## config.mk

```make
export PLATFORM = sky130hd
export DESIGN_NAME = salsa_keystream_ctrl
export DESIGN_NICKNAME = d
export VERILOG_FILES = /design/src/rtl/salsa_keystream_ctrl.sv
export SDC_FILE = /design/constraint.sdc
export NUM_CORES = 1
export LEC_CHECK = 0
export CAP_MARGIN = 15
export CELL_PAD_IN_SITES_DETAIL_PLACEMENT = 1
export CELL_PAD_IN_SITES_GLOBAL_PLACEMENT = 1
export CORE_ASPECT_RATIO = 0.9
export CORE_MARGIN = 2
export CORE_UTILIZATION = 27
export DETAILED_ROUTE_END_ITERATION = 10
export MAX_ROUTING_LAYER = met4
export PLACE_DENSITY = 0.55
export SLEW_MARGIN = 30
export SYNTH_ARGS = -nofsm -noshare
export SYNTH_HDL_FRONTEND = slang
export SYNTH_SLANG_ARGS = --single-unit
```

## constraint.sdc

```tcl
create_clock -name clk -period 20.9 [get_ports clk]
set_input_delay 4.18 -clock clk [delete_from_list [all_inputs] [get_ports clk]]
set_output_delay 4.18 -clock clk [all_outputs]
set_load 0.01 [all_outputs]
```

## src/rtl/salsa_keystream_ctrl.sv

```systemverilog
// Drives salsa_hash with key/nonce/position per block, buffers the 64 output bytes and drains them as a byte stream.
// Load takes 12 cycles after core_ready; output begins the cycle after the 64th capture; ks_ready stalls only the drain.
module salsa_keystream_ctrl #(
  parameter int NBLK_W = 16
) (
  input  logic              clk,
  input  logic              reset_n,
  input  logic              cfg_valid,
  output logic              cfg_ready,
  input  logic [255:0]      cfg_key,
  input  logic [63:0]       cfg_nonce,
  input  logic [63:0]       cfg_pos,
  input  logic [NBLK_W-1:0] cfg_nblocks,
  output logic              core_reset,
  output logic              core_start,
  output logic [31:0]       core_data,
  input  logic              core_ready,
  input  logic              core_writes,
  input  logic [7:0]        core_byte,
  output logic              ks_valid,
  input  logic              ks_ready,
  output logic [7:0]        ks_data,
  output logic              ks_last,
  output logic              done
);

  typedef enum logic [2:0] {IDLE, WAIT_RDY, LOAD, COLLECT, DRAIN, NEXT} state_t;

  state_t            state, state_nxt;
  logic [255:0]      key_q;
  logic [63:0]       nonce_q;
  logic [63:0]       pos_q;
  logic [NBLK_W-1:0] remaining;
  logic [3:0]        ld_idx;
  logic [3:0]        word_idx;
  logic [31:0]       word_nxt;
  logic [5:0]        wr_idx;
  logic [5:0]        rd_idx;
  logic [7:0]        ks_buf [64];
  logic              cfg_xfer;
  logic              ks_xfer;
  logic              last_blk;

  assign core_reset = ~reset_n;
  assign cfg_xfer   = cfg_valid && cfg_ready;
  assign ks_xfer    = ks_valid && ks_ready;
  assign last_blk   = (remaining == NBLK_W'(1));

  always_comb begin
    state_nxt = state;
    cfg_ready = 1'b0;
    ks_valid  = 1'b0;
    ks_last   = 1'b0;
    ks_data   = 8'd0;
    case (state)
      IDLE: begin
        cfg_ready = 1'b1;
        if (cfg_valid && (cfg_nblocks != '0)) state_nxt = WAIT_RDY;
      end
      WAIT_RDY: if (core_ready) state_nxt = LOAD;
      LOAD:     if (ld_idx == 4'd11) state_nxt = COLLECT;
      COLLECT:  if (core_writes && (wr_idx == 6'd63)) state_nxt = DRAIN;
      DRAIN: begin
        ks_valid = 1'b1;
        ks_data  = ks_buf[rd_idx];
        ks_last  = (rd_idx == 6'd63);
        if (ks_xfer && (rd_idx == 6'd63)) state_nxt = NEXT;
      end
      NEXT:     state_nxt = last_blk ? IDLE : WAIT_RDY;
      default:  state_nxt = IDLE;
    endcase
  end

  // Word presented on the next cycle: key 0..7, nonce lo/hi, position lo/hi.
  always_comb begin
    word_idx = (state == LOAD) ? ld_idx + 4'd1 : 4'd0;
    word_nxt = key_q[{word_idx[2:0], 5'd0} +: 32];
    if (word_idx[3]) begin
      case (word_idx[1:0])
        2'd0:    word_nxt = nonce_q[31:0];
        2'd1:    word_nxt = nonce_q[63:32];
        2'd2:    word_nxt = pos_q[31:0];
        default: word_nxt = pos_q[63:32];
      endcase
    end
  end

  always_ff @(posedge clk) begin
    if (!reset_n) state <= IDLE;
    else          state <= state_nxt;
  end

  always_ff @(posedge clk) begin
    if (!reset_n) begin
      core_start <= 1'b0;
      core_data  <= 32'd0;
      ld_idx     <= 4'd0;
      wr_idx     <= 6'd0;
      rd_idx     <= 6'd0;
      done       <= 1'b0;
    end else begin
      core_start <= 1'b0;
      done       <= 1'b0;
      case (state)
        IDLE: done <= cfg_xfer && (cfg_nblocks == '0);
        WAIT_RDY: begin
          if (core_ready) begin
            core_start <= 1'b1;
            core_data  <= word_nxt;
            ld_idx     <= 4'd0;
          end
        end
        LOAD: begin
          if (ld_idx == 4'd11) begin
            core_data <= 32'd0;
            wr_idx    <= 6'd0;
          end else begin
            core_data <= word_nxt;
            ld_idx    <= ld_idx + 4'd1;
          end
        end
        COLLECT: if (core_writes) wr_idx <= wr_idx + 6'd1;
        DRAIN: begin
          if (ks_xfer) begin
            rd_idx <= rd_idx + 6'd1;
            done   <= (rd_idx == 6'd63) && last_blk;
          end
        end
        default: ;
      endcase
    end
  end

  // Request fields and the byte buffer need no reset: state gates every use.
  always_ff @(posedge clk) begin
    if (reset_n) begin
      if (cfg_xfer) begin
        key_q     <= cfg_key;
        nonce_q   <= cfg_nonce;
        pos_q     <= cfg_pos;
        remaining <= cfg_nblocks;
      end else if (state == NEXT) begin
        pos_q     <= pos_q + 64'd1;
        remaining <= remaining - NBLK_W'(1);
      end
      if ((state == COLLECT) && core_writes) ks_buf[wr_idx] <= core_byte;
    end
  end

endmodule
```

## Word-level counts from Yosys, hierarchy flattened

Memory sizes are Yosys's and may differ from the RTL's. A register that Yosys moved wholly into a read port is not among the register bits.
Cells that the tools add are included.

- Flip-flop bits (word level): 453
- Latch bits: 0
- Memory bits (writable): 512
- ROM bits: 0
- Logic and storage cells: 95
- Memories: 1

Memory list:

| name | words | width | read ports | clocked after Yosys merged registers in | wr ports | line | source |
|---|---|---|---|---|---|---|---|
| ks_buf | 64 | 8 | 1 | 1 | 1 | 39 | `logic [7:0] ks_buf [64];` |

- Add/sub/neg operators: 5
- $mul: 0
- Divide/modulo/power cells: 0
- Order comparisons: 0
- Equality and inequality tests: 18
- Shift-type cells: 1
- Muxes and demuxes: 35
- Bitwise operators: 1
- Reduce and logical (&&, ||, !) cells: 23

Operators with widths:

| cell | count |
|---|---|
| 256-bit by 9-bit variable part select with 32-bit output | 1 |
| 64-bit two-way mux | 2 |
| 32-bit two-way mux | 3 |
| 32-bit one-hot mux with 3 select lines | 1 |
| 64-bit by 1-bit adder with 64-bit output (second input constant) | 1 |
| 32-bit one-hot mux with 2 select lines | 1 |
| 16-bit two-way mux | 2 |
| 6-bit two-way mux | 4 |
| 3-bit one-hot mux with 6 select lines | 1 |
| 16-bit by 1-bit == test with 1-bit output (second input constant) | 1 |
| 16-bit logical NOT | 1 |
| 16-bit nonzero test | 1 |
| 16-bit by 1-bit subtractor with 16-bit output (second input constant) | 1 |
| 3-bit two-way mux | 5 |
| 6-bit by 1-bit adder with 6-bit output (second input constant) | 2 |
| 6-bit == test (second input constant) | 2 |
| 4-bit two-way mux | 3 |
| 2-bit != test (second input constant) | 6 |
| 6-bit one-hot mux with 2 select lines | 1 |
| 2-bit AND reduction | 5 |
| 1-bit two-way mux | 9 |
| 1-bit logical AND | 8 |
| 8-bit two-way mux | 1 |
| 4-bit one-hot mux with 2 select lines | 1 |
| other kinds (15) | 20 |

## Longest topological paths before layout

Gate-level depths: netlist of the first run.

- Word-level depth: 7
- Depth in mapped cells: 10

## Worst setup path after synthesis of the first run

No wires, ideal clock.

- Path type: in2reg
- From: input reset_n
- To: register key_q[0] (enable)
- Setup time: 1010 ps
- Arrival time: 17791 ps
- Setup slack: 2099 ps
- Stages on the path: 3
- Path buffers: 1
- Cell sequence: inv_1 clkbuf_1 nor2_1

- Longest elaborated chain between the ends: 1

Ends and longest elaborated chain:

| item | line | source |
|---|---|---|
| start: declaration | 7 | `input logic reset_n,` |
| 2-bit AND reduction (no line) | -- |  |
| end signal: assignment | 138 | `key_q <= cfg_key;` |
| end: declaration | 30 | `logic [255:0] key_q;` |

Every way passes these cells.
A chain may end at the register's enable or synchronous reset.

## Worst setup path in the final report of the first run

- From: input reset_n
- To: output core_reset

- Longest elaborated chain between the ends: 1

Ends and longest elaborated chain:

| item | line | source |
|---|---|---|
| 1-bit inverter | 44 | `assign core_reset = ~reset_n;` |
| end: declaration | 14 | `output logic core_reset,` |

Every way passes these cells.

==> results of run 1 <==
-- metal layers --
| layer | share of wire (%) | global-route usage, % |
|---|---|---|
| met2 | 49 | 29.9 |
| met4 | 2.7 | 5.35 |
| met3 | 6.6 | 4.88 |
| met5 | 0 | - |
| met1 | 42 | 22.6 |
-- worst max-delay path: cells and delay by family --
kind / cells / cell delay (ns)
buf+inv: 3 / 1.38
-- cell families (layout without fill, tap and decap cells) --
group,count (synthesis),count (layout),share of synthesized area (%)
muxes,192,192,9.14
AOI/OAI and AO/OA,487,487,7.82
adders and majority gates,6,6,0.192
buffers and inverters,156,713,1.58
other,0,38,0
and+or+nand+nor,516,516,6.40
DFF,971,971,72.9
xor gates and xnor gates,87,87,1.95
-- stage by stage --
stage | cells | hold WS [ns] | setup WS, ns | utilization (%) | instance area, µm²
after floorplan | 2415 | 0.476 | 2.10 | - | 39200
after global placement | 4716 | 0.445 | 11.14 | 31.9 | 46000
after detailed placement | 4717 | 0.454 | 11.14 | 32.0 | 46100
after CTS | 4915 | 0.461 | 11.14 | 34.4 | 49500
after global routing | 4948 | 0.496 | 11.13 | 34.5 | 49700
final | 4953 | 0.458 | 11.17 | 34.5 | 49700
-- how the worst max path moves through the flow --
| stage | start | endpoint | slack [ns] |
|---|---|---|---|
| finish | reset_n | core_reset | 11.17 |
| global route | reset_n | core_reset | 11.13 |
| CTS | reset_n | core_reset | 11.14 |
| detailed placement | reset_n | core_reset | 11.14 |
| global placement | reset_n | core_reset | 11.14 |
| floorplan | reset_n | key_q[0] | 2.10 |
-- sequential cells by signal, indices dropped and copies added, names as in the netlist, named ones only --
name and count:
core_data 32, wr_idx 6, core_start 1, rd_idx 6
pos_q 64, state 3, ks_buf 512, remaining 16
key_q 256, done 1, nonce_q 64, ld_idx 4
-- area by class of cell --
class | count | area share (%)
Antenna cell | 38 | 0.191
Clock buffer | 141 | 5.62
Clock inverter | 57 | 1.33
Inverter | 14 | 0.106
Multi-Input combinational cell | 1288 | 20.4
Sequential cell | 971 | 57.5
Tap cell | 1943 | 4.89
Timing Repair Buffer | 501 | 9.90
-- power breakdown --
group / leakage [µW] / internal (µW) / switching, µW / total, µW
Combinational: 0.00477 / 222 / 356 / 578
Sequential: 0.00878 / 2270 / 76.4 / 2340
Clock: 0.00166 / 1060 / 820 / 1880
-- cell usage in the layout (no fill, tap or decap), types with 51 or more instances in the layout --
cell and instances:
dfxtp_1 55, o22ai_1 51, a21oi_1 101, mux4_2 130
o21ai_0 120, clkdlybuf4s50_1 451, a22oi_1 157, nand2_1 183
clkbuf_16 106, xor2_1 51, nor2_1 102, edfxtp_1 912
==> results_dict.tcl, run 1 <==
set metrics [dict create \
    synth_most_common_cell "edfxtp_1" \
    criticalPathCategory "input port to output port" \
    final.setup_skew_ns 0.0557 \
    antenna_violating_nets_post_route 0 \
    cts-root-buf "clkbuf_16" \
    drtPass1Iterations 8 \
    critical_path.slowest_cell "clkdlybuf4s50_1" \
    place_hpwl_mm 92.2 \
    tritoncts.num_buffers 106 \
    holdCritPathClass "flop to flop" \
    placement.io_buffers 459 \
    result_of_the_run "complete, no violations" \
    gr-total-overflow 0 \
    post_cts_resize_count 0 \
    synthDominantAreaCellType "edfxtp_1" \
    fp.dieArea_um2 148000 \
    critical_path_peak_fanout 7 \
    r2r-end "core_data[29]" \
    first_pass_grt_wire_length_mm 190 \
    power.total_uw 4800 \
    worstRegToRegCells 9 \
    yosys-top-cells-area "edfxtp_1 (70%), mux4_2 (7.5%), dfxtp_1 (3.0%)" \
    cts_num_sinks 971 \
    starting_utilization_of_the_core_area_pct 27.2 \
    floorplan.io_pins 460 \
    area_of_the_multi_input_gates_um2 10100 \
    peakVddDrop_mv 0.0626 \
    async_reset_ff_share_pct 0 \
    critPathRequiredTime_ns 16.72 \
    reg2reg_from "ld_idx[0]" \
    worstSetupEndpointType "output port" \
    timing.fmax_mhz 103 \
    cts_hold_buf 0 \
    floorplan.die.width_um 406 \
    tightest_slew_ns 0.980 \
    wl_per_cell_um 27.0 \
    place.gp.congestion 0.824 \
    nets 3302 \
    slew_headroom_pct 34.4 \
    cts_max_path_buffers 3 \
    die-height_um 365 \
    hold_critical_path_depth 2 \
    remaining_drc_errors 0 \
    cap_viol_max_count 0 \
    arrival_ns 5.55 \
    synth-seq-cells 971 \
    filler_cell_count 15000 \
    final_period_minus_worst_setup_slack_ns 9.73 \
    syn-mean-instance-area_um2 16.2 \
    min_period_over_period_pct 46.6 \
    synth_common_cells "edfxtp_1 (912), nand2_1 (185), a22oi_1 (157)" \
    yosys_warnings 0 \
    synth_enable_flop_cells 912 \
    holdCritStartpoint "core_data[12]" \
    slowest_delay_ns 0.65 \
    power.leakage_uw 0.0152 \
    tritoncts "built" \
    setup_violations 0 \
    cts_htree_levels 3 \
    synth-seq-area-share_pct 72.9 \
    power.density_nw_per_um2 96.7 \
    clock_insertion_delay_worst_skew_ns 0.72 \
    yosys.area.top_type_share_pct 69.9 \
    grt_pass1_vias 25500 \
    drive_above_1_share_pct 13.8 \
    kind_of_launch_point_of_the_worst_setup_path "input port" \
    post_synth_num_cell_types 65 \
    area_overhead_vs_synth_pct 26.8 \
    whs_endpoint "core_data[12]" \
    gr-usage-all-layers_pct 18.4 \
    setup_tns_ns 0 \
    placementRows 132 \
    path_clk_slew_ns 0.06 \
    route.vias.total 23900 \
    seq_area_um2 28600 \
    core_area_um2 144000 \
    postCtsSetupBuffers 0 \
    route.detailed.vias_per_inst 4.83 \
    syn_nets 2835 \
    critical_path.cell_chain "clkdlybuf4s50_1 -> inv_1 -> clkdlybuf4s50_1" \
    initial_antenna_violation_count 40 \
    postSynthCellCount 2415 \
    synth_top_flop_cell "edfxtp_1" \
    combined_area_of_all_synthesized_cells_um2 39200 \
    timing.critical_path.mode_cell "clkdlybuf4s50_1" \
    drv_slew 0 \
    worst_reg_to_reg_setup_slack_ns 16.73 \
    rsz0062_at_grt "no" \
    drt-total-wl_mm 134 \
    maximum_number_of_pins_on_one_net_before_global_route_repair 122 \
    initial_detailed_routing_violation_count 1798 \
    final-hold-violation-count 0 \
]
No activity file was read; power rests on OpenSTA's default activity.
==> run 2: changes to the inputs <==
==> constraint.sdc (replaced) <==
create_clock -name clk -period 9 [get_ports clk]
set_input_delay 1.8 -clock clk [delete_from_list [all_inputs] [get_ports clk]]
set_output_delay 1.8 -clock clk [all_outputs]
set_load 0.01 [all_outputs]
==> run 2 against run 1 <==
Compared with the run above: worst setup slack worse by 8.1 ns; first-iteration DRC count down 2.6%; critical endpoint is now ks_data[2]; routed wire length up 0.34%; sequential power up 130%; largest cell class unchanged.
==> results_dict.tcl, run 2 (same netlist as run 1, synthesis figures left out) <==
set metrics [dict create \
    largest_register_ff_count 512 \
    fin_area_um2 49800 \
    place_hpwl_mm 92.0 \
    cts_max_path_buffers 3 \
    core_area_um2 144000 \
    tritoncts "built" \
    floorplan.die.width_um 406 \
    route.vias.total 23900 \
    critical_path.cell_chain "buf_4 -> mux4_2 -> o221ai_1 -> o21ai_0 -> nor4bb_1 -> a211o_1 -> clkdlybuf4s50_1" \
    tritoncts.num_buffers 109 \
    wl_per_cell_um 26.9 \
    filler_cell_count 15000 \
    grt_pass1_vias 25400 \
    mostFrequentLayoutCells "edfxtp_1 (912), clkdlybuf4s50_1 (451), nand2_1 (183)" \
    criticalPathCategory "flop to output port" \
    power.density_nw_per_um2 226 \
    place_inst 4718 \
    r2r-end "core_data[29]" \
    rsz0062_at_grt "no" \
    final_period_minus_worst_setup_slack_ns 5.94 \
    power.leakage_uw 0.0153 \
    area_overhead_vs_synth_pct 27.3 \
    kind_of_launch_point_of_the_worst_setup_path "flop" \
    die-height_um 365 \
    setup_violations 0 \
    peakVddDrop_mv 0.177 \
    drive_above_1_share_pct 14.0 \
    hold_critical_path_depth 2 \
    layout.cells.most_common "edfxtp_1" \
    max_flop_register "ks_buf" \
    placementRows 132 \
    slowest_delay_ns 0.77 \
    placedInstanceArea_um2 46100 \
    timing.fmax_mhz 168 \
    holdCritStartpoint "core_data[12]" \
    worst_path_dominant_cell_family "buffers and inverters" \
    remaining_drc_errors 0 \
    postCtsSetupBuffers 0 \
    maximum_number_of_pins_on_one_net_before_global_route_repair 179 \
    drv_slew 0 \
    reg_top3 "ks_buf (512), key_q (256)" \
    top_signal_layer_used "met4" \
    cts_htree_levels 3 \
    met3_length_mm 10.6 \
    gr-total-overflow 0 \
    setup_tns_ns 0 \
    gr-usage-all-layers_pct 18.5 \
    critical_path.slowest_cell "dfxtp_4" \
    wirelength_met1_mm 55.0 \
    initial_detailed_routing_violation_count 1752 \
    place.gp.congestion 0.818 \
    holdCritPathClass "flop to flop" \
    cap_viol_max_count 0 \
    starting_utilization_of_the_core_area_pct 27.2 \
    worst_reg_to_reg_setup_slack_ns 5.15 \
    first_pass_grt_wire_length_mm 189 \
    drt-total-wl_mm 134 \
    nets 3308 \
    detailedPlace.worstSlack_ns 3.59 \
    placement.io_buffers 459 \
    path_clk_slew_ns 0.06 \
    critPathRequiredTime_ns 7.20 \
    met2_wirelength_mm 62.2 \
    area_of_the_multi_input_gates_um2 10100 \
    reg2reg_from "ld_idx[0]" \
    drtPass1Iterations 5 \
    cts_num_sinks 971 \
    critical_path_peak_fanout 41 \
    post_cts_resize_count 0 \
    result_of_the_run "complete, no violations" \
    initial_antenna_violation_count 56 \
    finish.cell_count_without_fillers 4977 \
    final.setup_skew_ns 0.0394 \
    power.total_uw 11300 \
    fp.dieArea_um2 148000 \
    cts_hold_buf 0 \
    antenna_violating_nets_post_route 0 \
    floorplan.io_pins 460 \
    worstRegToRegCells 10 \
    clock_insertion_delay_worst_skew_ns 0.75 \
    final-hold-violation-count 0 \
    fin_ws_ns 3.06 \
    slew_headroom_pct 30.6 \
    arrival_ns 4.14 \
    seq_area_um2 28600 \
    cp.buffers_inverters 2 \
    cts-root-buf "clkbuf_16" \
    whs_endpoint "core_data[12]" \
    worstSetupEndpointType "output port" \
    min_period_over_period_pct 66.0 \
    route.detailed.vias_per_inst 4.80 \
    tightest_slew_ns 1.04 \
]
[run 2: area by class of cell]
class,count,area share [%]
Clock buffer,151,6.01
Inverter,14,0.105
Tap cell,1943,4.88
Multi-Input combinational cell,1288,20.3
Clock inverter,49,1.12
Timing Repair Buffer,504,9.95
Sequential cell,971,57.3
Antenna cell,57,0.286
[run 2: power breakdown]
part | leakage, µW | internal, µW | switching (µW) | total, µW
sequential | 0.00878 | 5270 | 173 | 5440
clock | 0.00173 | 2560 | 1900 | 4460
combinational | 0.00481 | 519 | 840 | 1360
[run 2: how the worst max path moves through the flow]
stage,slack [ns],start,cells past startpoint,end
3_3_place_gp,3.62,flop,7,ks_data[3]
4_1_cts,2.77,flop,7,ks_data[2]
3_5_place_dp,3.59,flop,7,ks_data[2]
6_report,3.06,flop,7,ks_data[2]
5_1_grt,2.71,flop,7,ks_data[2]
2_1_floorplan,0.79,reset_n,3,pos_q[0]
[run 2: per-stage QoR]
| step | hold WS, ns | utilization [%] |
|---|---|---|
| after floorplan | 0.476 | - |
| after global placement | 0.442 | 32.0 |
| after detailed placement | 0.451 | 32.0 |
| after CTS | 0.458 | 34.4 |
| after global routing | 0.490 | 34.6 |
| final | 0.454 | 34.6 |
[run 2: tightest hold or removal path, delay by kind of cell, from the launching register on]
family             cells  cell delay [ns]
and+or+nand+nor        1             0.05
DFF                    1             0.31
AOI/OAI and AO/OA      1             0.05
[run 2: routing by layer]
layer	up-vias	track usage, %
met5	-	-
met4	0	8.52
met3	211	5.89
met2	814	28.7
met1	12200	22.0
li1	10700	-
==> patch (flow settings as in run 2) <==
`NBLK_W`: 16 -> 14.
--- a/src/rtl/salsa_keystream_ctrl.sv
+++ b/src/rtl/salsa_keystream_ctrl.sv
@@ -1,7 +1,7 @@
 // Drives salsa_hash with key/nonce/position per block, buffers the 64 output bytes and drains them as a byte stream.
 // Load takes 12 cycles after core_ready; output begins the cycle after the 64th capture; ks_ready stalls only the drain.
 module salsa_keystream_ctrl #(
-  parameter int NBLK_W = 16
+  parameter int NBLK_W = 14
 ) (
   input  logic              clk,
   input  logic              reset_n,
Interface: changed (resized cfg_nblocks); port bits go from 460 to 458. No check against the original RTL was run, so the function may have changed too.
==> patch against run 2 <==
Non-clock buffer count is 13 lower. Final area is 1.1% lower. Power is 5.3% higher. Setup slack worse by 230 ps. Core utilization is 0.31 points lower. Critical path type unchanged. Sequential cell count is 2 lower. Area after synthesis is 0.44% lower. Clock skew is 34 ps higher. Wire length is 0.30% lower.
==> patch: results (changes against run 2) <==
status=finished, final reports clean; gpl congestion=0.829 (+1.4%); pwr dens=240 nW/um2 (+6.4%); Crit path arrival time=4370 ps (+230 ps); top cells by count, synth=edfxtp_1, nand2_1, o22ai_1; post-synthesis area per instance=15.9 um2 (-2.2%); synth unique cells=66 (+1.5%); layout cells sized above 1=12.4% (-1.6 points); reg2reg setup slack=4800 ps (-350 ps); DRT iter0 DRCs=1890 (+7.9%); M3 GR Usage=3.81% (-2.1 points); pre-CTS WS=2930 ps (-660 ps); drt via density=4.95 (+3.3%); Clock Power Share=37.4% (-2.2 points); grt met2 use=28.2% (-0.57 points); first-pass GRT wire length=189000 um (-0.14%); routed wl met2=61400 um (-1.2%); Comb. pwr=1.76 mW (+29%); All-Layer GR Usage=18.4% (-0.095 points); fillers=14.9k (-0.49%); routed wl met3=7800 um (-26%); top cells by area in the synthesized netlist=edfxtp_1, mux4_2, dfxtp_1; Area after DPL=45600 um2 (-0.89%); Period Utilization, post-route=68.5% (+2.5 points); worst vdd ir=0.181 mV (+1.9%); initial antenna violation count=39 (-30%); Hold EP=core_data[22]; Worst slew margin=31.5% (+0.87 points); Crit Path Max Fanout=48 (+17%); vias=24.2k (+1.5%); multi-input logic area=9930 um2 (-1.9%); largest net degree at the start of global routing=195 (+8.9%); Buffers on Ports=457 (-0.44%); hpwl dp=92100 um (about the same); EDFF count, synth=910 (-0.22%)
## patch: final cells by class
| class | instances | share of cell area, % |
|---|---|---|
| inverters | 15 | 0.114 |
| well taps | 1876 | 4.76 |
| flip-flops and latches | 969 | 57.9 |
| diodes | 19 | 0.0965 |
| multi-input cells | 1331 | 20.1 |
| repair buffers | 491 | 9.87 |
| clock buffers | 135 | 5.66 |
| clock inverters | 59 | 1.50 |
## patch: how the worst max path moves through the flow
stage	end	depth (start not counted)
floorplan	key_q[0]	4
global placement	core_reset	3
detailed placement	core_reset	3
CTS	ks_data[4]	8
global route	ks_data[3]	7
finish	ks_data[4]	8
## patch: logic make-up after synthesis
| group | after synthesis | share of synthesized area (%) |
|---|---|---|
| adder cells (fa/ha/maj) | 6 | 0.192 |
| buffers and inverters | 159 | 1.75 |
| AO/OA/AOI/OAI | 478 | 7.52 |
| multiplexers | 158 | 8.24 |
| flip-flops | 969 | 73.1 |
| AND/OR/NAND/NOR | 606 | 7.34 |
| XOR/XNOR | 83 | 1.86 |
